<file path="src/rtl/if_pkg.sv">
// if_pkg: shared types for the instruction-fetch unit.
// Holds the fetch FSM state encoding and the NOP word.
package if_pkg;

   typedef enum logic [1:0] {
      IDLE = 2'd0,
      REQ  = 2'd1,
      OUT  = 2'd2
   } if_state_e;

   localparam logic [31:0] NOP = 32'h0000_0000;

endpackage

</file>
<file path="src/rtl/if_timeout_cnt.sv">
// if_timeout_cnt: saturating cycle counter with clear/enable and expiry flag.
// Ports: clk, rst (sync, active-high), clr, en -> expired (cnt == MAX-1).
// MAX = 0 disables expiry; the counter then stays at zero.
module if_timeout_cnt #(
   parameter int unsigned MAX = 16,
   localparam int unsigned W = (MAX > 0) ? $clog2(MAX + 1) : 1
) (
   input  logic clk,
   input  logic rst,
   input  logic clr,
   input  logic en,
   output logic expired
);

   localparam logic [W-1:0] SAT  = W'(MAX);
   localparam logic [W-1:0] LAST = W'(MAX - 1);

   logic [W-1:0] cnt_q, cnt_d;

   always_comb begin
      cnt_d = cnt_q;
      if (clr) begin
         cnt_d = '0;
      end else if (en && (cnt_q != SAT)) begin
         cnt_d = cnt_q + 1'b1;
      end
   end

   always_ff @(posedge clk) begin
      if (rst) begin
         cnt_q <= '0;
      end else begin
         cnt_q <= cnt_d;
      end
   end

   assign expired = (MAX != 0) && (cnt_q == LAST);

endmodule

</file>
<file path="src/rtl/if_fetch_unit.sv">
// if_fetch_unit: PC -> IMEM req/ack read -> decode valid/ready, with flush
// and memory timeout. Optional IF_ALIGN_CHECK_EN adds ALIGN_ERR output.
// Ports: PC_IN/PC_VALID/PC_READY in, IMEM_* memory, INSTR_* to decode,
// FLUSH, TIMEOUT_ERR (1-cycle pulse).
module if_fetch_unit
   import if_pkg::*;
#(
   parameter int unsigned ADDR_W      = 32,
   parameter int unsigned DATA_W      = 32,
   parameter int unsigned TIMEOUT_CYC = 16
) (
   input  logic              CLK,
   input  logic              RESET,
   input  logic [ADDR_W-1:0] PC_IN,
   input  logic              PC_VALID,
   output logic              PC_READY,
   output logic [ADDR_W-1:0] IMEM_ADDR,
   output logic              IMEM_REQ,
   input  logic              IMEM_ACK,
   input  logic [DATA_W-1:0] IMEM_RDATA,
   output logic [DATA_W-1:0] INSTR_OUT,
   output logic [ADDR_W-1:0] INSTR_PC,
   output logic              INSTR_VALID,
   input  logic              INSTR_READY,
   input  logic              FLUSH,
`ifdef IF_ALIGN_CHECK_EN
   output logic              ALIGN_ERR,
`endif
   output logic              TIMEOUT_ERR
);

   if_state_e         state_q, state_d;
   logic [ADDR_W-1:0] addr_q, addr_d;
   logic [DATA_W-1:0] instr_q, instr_d;
   logic              disc_q, disc_d;
   logic              tmo_q, tmo_d;
   logic              accept;
   logic              cnt_en;
   logic              tmo_hit;
`ifdef IF_ALIGN_CHECK_EN
   logic              algn_q, algn_d;
`endif

   if_timeout_cnt #(.MAX(TIMEOUT_CYC)) u_tmo (
      .clk     (CLK),
      .rst     (RESET),
      .clr     (accept),
      .en      (cnt_en),
      .expired (tmo_hit)
   );

   // No acceptance while reset is held, so every output reads 0 then.
   assign PC_READY = (state_q == IDLE) && !FLUSH && !RESET;

   always_comb begin
      state_d = state_q;
      addr_d  = addr_q;
      instr_d = instr_q;
      disc_d  = disc_q;
      tmo_d   = 1'b0;
      accept  = 1'b0;
      cnt_en  = 1'b0;
`ifdef IF_ALIGN_CHECK_EN
      algn_d  = algn_q;
`endif
      unique case (state_q)
         IDLE: begin
            if (PC_VALID && PC_READY) begin
               accept  = 1'b1;
               addr_d  = PC_IN;
               state_d = REQ;
`ifdef IF_ALIGN_CHECK_EN
               // Misaligned PC: skip memory, hand decode a NOP.
               if (PC_IN[1:0] != 2'b00) begin
                  state_d = OUT;
                  instr_d = DATA_W'(NOP);
                  algn_d  = 1'b1;
               end
`endif
            end
         end
         REQ: begin
            if (FLUSH) begin
               disc_d = 1'b1;
            end
            if (IMEM_ACK) begin
               disc_d = 1'b0;
               // A flush seen now or earlier drops the returned word.
               if (disc_q || FLUSH) begin
                  state_d = IDLE;
               end else begin
                  instr_d = IMEM_RDATA;
                  state_d = OUT;
               end
            end else if (tmo_hit) begin
               disc_d  = 1'b0;
               tmo_d   = 1'b1;
               state_d = IDLE;
            end else begin
               cnt_en = 1'b1;
            end
         end
         OUT: begin
            if (INSTR_READY || FLUSH) begin
               state_d = IDLE;
`ifdef IF_ALIGN_CHECK_EN
               algn_d  = 1'b0;
`endif
            end
         end
         default: begin
            state_d = IDLE;
         end
      endcase
   end

   always_ff @(posedge CLK) begin
      if (RESET) begin
         state_q <= IDLE;
         addr_q  <= '0;
         instr_q <= '0;
         disc_q  <= 1'b0;
         tmo_q   <= 1'b0;
      end else begin
         state_q <= state_d;
         addr_q  <= addr_d;
         instr_q <= instr_d;
         disc_q  <= disc_d;
         tmo_q   <= tmo_d;
      end
   end

`ifdef IF_ALIGN_CHECK_EN
   always_ff @(posedge CLK) begin
      if (RESET) begin
         algn_q <= 1'b0;
      end else begin
         algn_q <= algn_d;
      end
   end

   assign ALIGN_ERR = algn_q;
`endif

   assign IMEM_REQ    = (state_q == REQ);
   assign IMEM_ADDR   = addr_q;
   assign INSTR_VALID = (state_q == OUT);
   assign INSTR_OUT   = instr_q;
   assign INSTR_PC    = addr_q;
   assign TIMEOUT_ERR = tmo_q;

endmodule

</file>
<file path="config.mk">
export PLATFORM = sky130hd
export DESIGN_NAME = if_fetch_unit
export DESIGN_NICKNAME = d
export VERILOG_FILES = /design/src/rtl/if_pkg.sv /design/src/rtl/if_timeout_cnt.sv /design/src/rtl/if_fetch_unit.sv
export SDC_FILE = /design/constraint.sdc
export NUM_CORES = 1
export LEC_CHECK = 0
export ABC_AREA = 1
export BUFFER_PORTS_ARGS = -buffer_cell sky130_fd_sc_hd__buf_2
export CORE_ASPECT_RATIO = 1.75
export CORE_MARGIN = 1
export CORE_UTILIZATION = 48
export DETAILED_ROUTE_END_ITERATION = 8
export PLACE_DENSITY = 0.85
export RECOVER_POWER = 100
export SLEW_MARGIN = 20
export SYNTH_ARGS = -nofsm -noshare
export SYNTH_HDL_FRONTEND = slang
export SYNTH_SLANG_ARGS = --single-unit
</file>
<file path="constraint.sdc">
create_clock -name CLK -period 2.3 [get_ports CLK]
set_clock_uncertainty 0.1 [all_clocks]
set_input_delay 0.23 -clock CLK [delete_from_list [all_inputs] [get_ports CLK]]
set_output_delay 0.23 -clock CLK [all_outputs]
set_load 0.03 [all_outputs]
</file>
==> impl_metrics.toml, run 1 <==
[cells_and_area]
drive_gt1_share_pct = 14.85
final_common_cell = "nor2_1"
mostFrequentLayoutCells = "nor2_1, clkbuf_1, nand2_1, dfxtp_1, buf_2"
ff_latch_area_mm2 = 0.001461
nFillCells = 612
diodes = 0
fin_nets = 674
stdcell_area_mm2 = 0.004046
multiInputGateArea_mm2 = 0.001156
syn2layout_area_growth_pct = 28.08

[detailed_routing]
drt-initial-drc-count = 187
wl_per_cell_um = 10.98
route.vias.total = 3138
routed_via_density = 4.574
drtPass1Iterations = 4
routed_wl_um = 7535
drc_errors = 0
drtAntennaViolNets = 0

[setup_path]
cp_slowest_cell = "dlygate4sd3_1"
cp_slowest_stage_delay_ps = 530
path_class = "primary input to flop"
crit_fanout = 34
crit_required_ps = 2480
arrival_ps = 2070
path_delay_family = "buffers and inverters"
critical_path.startpoint_type = "primary input"
crit_buf_inv = 4
crit_top_cell = "nor2_1"
endpoint_kind = "flop"
worstPathCellList = "dlygate4sd3_1, clkbuf_1, inv_1, nor2_1, nand2_4, inv_2, nor2_1, nor2_1"

[placed_design]
dpl_cell_area_mm2 = 0.003777
place_congestion = 0.8189
post-dp-hpwl_um = 5152
io_buffer_count = 169

[floorplan]
core-area_mm2 = 0.006276
ioPinCount = 170
fp.dieH_um = 109.3
die_w_um = 63.33
dieArea_mm2 = 0.006923
row_count = 38
initial_utilization_pct = 50.34

[synthesis]
yosysTopAreaCellShare_pct = 46.26
synth_seq_cells = 73
yosysWarnings = 0
syn_area_per_cell_um2 = 6.990
syn_inst = 452
synth-seq-area-share_pct = 46.26
synth.distinct_cells = 20
yosysTopAreaCell = "dfxtp_1"
ys_top_cells_by_area = "dfxtp_1, nor2_1, nand2_1"
synthesis.area_mm2 = 0.003159
synth_fp_nets = 525

[timing]
setup_viol = 0
fmax_mhz = 530.5
rsz0062_at_grt = "no"
slew_violations = 0
max_slew_margin_pct = 63.71
layout_min_cycle_time_ps = 1885
worst_pin_slew_ps = 541.1
finalCritPeriodShare_pct = 81.95
hold_viol_final = 0
fin_tns_setup_ps = 0

[global_route]
antenna_found_initial = 0
grt_usage_pct = 22.49
grt_max_degree = 67
grt_pass1_wl_um = 12150
grt_pass1_vias = 2857
grt_overflow = 0

[status]
outcome = "finished, final reports clean"

[clocking]
path_clk_slew_ps = 70
cts_buffers = 9
htree_levels = 3
clockBufferDepth = 2
post_cts_buffers = 0
cts_root_buf = "clkbuf_8"
cts.sink_count = 73
insertion_delay_ps = 350
post_cts_resized = 0
cts_tree = "built"

[power_and_ir_drop]
ir_drop_v = 0.0005419
p_leak_nw = 1.920
p_per_area_mw_per_mm2 = 687.4

[run]
cap_violations = 0

[worst_hold_path]
min_path_type = "primary input to flop"
-- worst register-to-register path, cell delays in order (launching register included) --
cell     delay, ps
dfxtp_1        350
ha_1           240
nand2_1         80
nor2_1          50
ha_1           190
nor2_1         140
nand2_1         90
nor2_1         290
nand2_1         90
a21oi_1        140
-- path summary, 6_finish.rpt --
check	startpoint	endpoint	slack [ps]	cells after the start
max reg2reg	u_tmo.cnt_q[0]	u_tmo.cnt_q[4]	460	9
min reg2reg	disc_q	disc_q	380	2
max	IMEM_ACK	INSTR_OUT[19]	420	8
min	PC_IN[16]	IMEM_ADDR[16]	10	3
-- routing by layer --
metal / GRT usage [%] / vias to the layer above / wire length [um]
met2: 42.86 / 139 / 3938
li1: - / 1614 / -
met4: 11.53 / 0 / 192
met1: 21.20 / 1369 / 2795
met5: 0 / - / 0
met3: 6.743 / 16 / 609
-- cells by family after synthesis --
| kind of cell | share of synthesized area (%) |
|---|---|
| adders and majority gates | 1.188 |
| AOI/OAI and AO/OA | 6.495 |
| and+or+nand+nor | 28.71 |
| xor gates and xnor gates | 0.2773 |
| DFF | 46.26 |
| buffers and inverters | 17.07 |
-- timing repair --
| item | CTS | global route |
|---|---|---|
| endpoints found under the setup margin | 0 | 0 |
| endpoints found under the hold margin | 19 | 0 |
| hold buffers | 19 | 0 |
-- area by class of cell --
type | count | share of cell area (%)
Clock buffer | 14 | 4.267
Clock inverter | 2 | 0.8658
Inverter | 47 | 4.360
Multi-Input combinational cell | 279 | 28.57
Sequential cell | 73 | 36.12
Tap cell | 80 | 2.474
Timing Repair Buffer | 191 | 23.35
-- flip-flops by register name, indices dropped and copies added (netlist names) --
name	cells
IMEM_ADDR	32
INSTR_OUT	32
u_tmo.cnt_q	5
state_q	2
disc_q	1
TIMEOUT_ERR	1
-- cells in the mapped netlist --
master and number:
clkbuf_2 1, nand3_1 1, inv_2 3, buf_4 40, xor2_1 1, nor2_4 1
nor2_1 138, a21oi_1 8, nor4_1 2, nor2_2 1, nand2_1 88, nand4_1 2
inv_1 44, buf_6 1, buf_2 4, clkbuf_1 7, nand2_4 1, dfxtp_1 73
ha_1 3, o21ai_0 33
-- metrics by stage --
stage                     std cells  util, %  total power [mW]  setup slack (ps)  hold WS, ps
final                           686    64.47             2.782             415.2        13.60
after global routing            686    64.47             2.909             240.3        10.09
after CTS                       686    66.53             2.821             508.6       0.1236
after detailed placement        651    60.19             1.767             593.6        348.1
after global placement          651    60.19             1.759             643.6        348.3
after floorplan                 452        -             1.663             634.3        199.1
-- power by group --
group | switching (mW) | internal (mW)
combinational | 0.281 | 0.135
clock | 0.443 | 0.589
sequential | 0.0284 | 1.31
total | 0.752 | 2.03
(Power assumes the default switching activity.)
==> inputs of run 2 (changes only) <==
Settings changed: CORE_UTILIZATION 48 to 45, PLACE_DENSITY 0.85 to 0.8.
Clock period 2.3 ns to 1.95 ns, I/O delays scaled along.
==> run 2 against run 1 <==
  * Core utilization fell by 1.7 points
  * Design area rose by 5.6%
  * Via count rose by 0.41%
  * Sequential cell count did not move
  * Setup slack got worse by 260 ps
  * Total power rose by 42%
  * Clock power rose by 81%
  * Critical path depth rose by 1
  * Routed wire length fell by 0.29%
  * Register-to-register slack got worse by 310 ps
  * Critical path type is now flop to flop
  * Largest cell class unchanged
  * Highest routed layer unchanged
==> impl_metrics.toml, run 2 (same netlist as run 1, synthesis figures left out) <==
[setup_path]
ff2ff_setup_slack_ps = 150
endpoint_kind = "flop"
crit_required_ps = 2090
path_class = "flop to flop"
critical_path.startpoint_type = "flop"
arrival_ps = 1940
crit_fanout = 5

[global_route]
grt_usage_pct = 20.84
antenna_found_initial = 0
grt_overflow = 0
grt_pass1_wl_um = 11990
grt_pass1_vias = 2847
grt_max_degree = 67

[run]
cap_violations = 0

[cells_and_area]
mostFrequentLayoutCells = "nor2_1, clkbuf_1, nand2_1, dfxtp_1, buf_2"
syn2layout_area_growth_pct = 35.25
final_common_cell = "nor2_1"
fin_nets = 681
drive_gt1_share_pct = 15.17
diodes = 0

[detailed_routing]
route.vias.total = 3151
wl_per_cell_um = 10.78
drc_errors = 0
drtAntennaViolNets = 0
drt-initial-drc-count = 109
routed_via_density = 4.521
routed_wl_um = 7513
drtPass1Iterations = 4

[clocking]
post_cts_resized = 0
htree_levels = 3
cts_root_buf = "clkbuf_16"
post_cts_buffers = 0
path_clk_slew_ps = 60
insertion_delay_ps = 330
clockBufferDepth = 2
ctsHoldBuffers = 26
cts_buffers = 9
cts_tree = "built"
cts.sink_count = 73

[power_and_ir_drop]
p_total_mw = 3.940
p_leak_nw = 2.015
p_per_area_mw_per_mm2 = 922.1
ir_drop_v = 0.0008271

[floorplan]
dieArea_mm2 = 0.007373
initial_utilization_pct = 46.42
fp.dieH_um = 112.8
core-area_mm2 = 0.006807
die_w_um = 65.34
ioPinCount = 170
row_count = 40

[timing]
layout_min_cycle_time_ps = 1799
slew_violations = 0
max_slew_margin_pct = 65.54
worst_pin_slew_ps = 517.0
fmax_mhz = 555.9
fin_hold_ws_ps = 7.163
fin_tns_setup_ps = 0
rsz0062_at_grt = "no"
setup_viol = 0
hold_viol_final = 0
finalCritPeriodShare_pct = 92.26

[worst_hold_path]
min_path_type = "primary input to flop"

[placed_design]
post-dp-hpwl_um = 5018
io_buffer_count = 169
place_congestion = 0.7774

[status]
outcome = "finished, final reports clean"
==> run 2: worst max-delay path, cell delays in order (launching register included) <==
cell and delay, ps:
dfxtp_1 350, ha_1 250, nand2_1 80, nor2_1 50, ha_1 200, nor2_1 130, nand2_1 90, nor2_2 220
nand2_1 90, a21oi_1 170
==> run 2: per-stage QoR <==
step	cells	setup WS (ps)	cell area [um2]	util [%]
2_1_floorplan	452	319.3	3159	-
3_3_place_gp	655	337.1	3795	55.75
3_5_place_dp	655	221.5	3795	55.75
4_1_cts	697	177.6	4400	64.65
5_1_grt	697	33.01	4273	62.78
6_report	697	151.0	4273	62.78
==> run 2: metal layers <==
| metal | part of all wire (%) | wire [um] | track usage, % |
|---|---|---|---|
| met1 | 39 | 2946 | 20.84 |
| met2 | 51 | 3806 | 37.66 |
| met3 | 8.3 | 627 | 7.056 |
| met4 | 1.8 | 133 | 9.275 |
| met5 | 0 | 0 | 0 |
==> run 2: final cells by class <==
type	instances	area [um2]
multi-input combinational	279	1159
clock inverter	6	116.4
tap	84	105.1
fill	645	2534
clock buffer	10	229.0
timing repair buffer	198	1026
inverter	47	176.4
sequential	73	1461
==> run 2: final timing paths <==
| check | startpoint | endpoint | cells after the start |
|---|---|---|---|
| max | u_tmo.cnt_q[0] | u_tmo.cnt_q[2] | 9 |
| min | PC_IN[12] | IMEM_ADDR[12] | 3 |
| max reg2reg | u_tmo.cnt_q[0] | u_tmo.cnt_q[2] | 9 |
| min reg2reg | disc_q | disc_q | 2 |
==> run 2: power breakdown <==
| group | switching [mW] | internal [mW] | total (mW) |
|---|---|---|---|
| clock | 0.609 | 1.26 | 1.86 |
| sequential | 0.0348 | 1.54 | 1.58 |
| combinational | 0.330 | 0.170 | 0.500 |
| total | 0.974 | 2.97 | 3.94 |
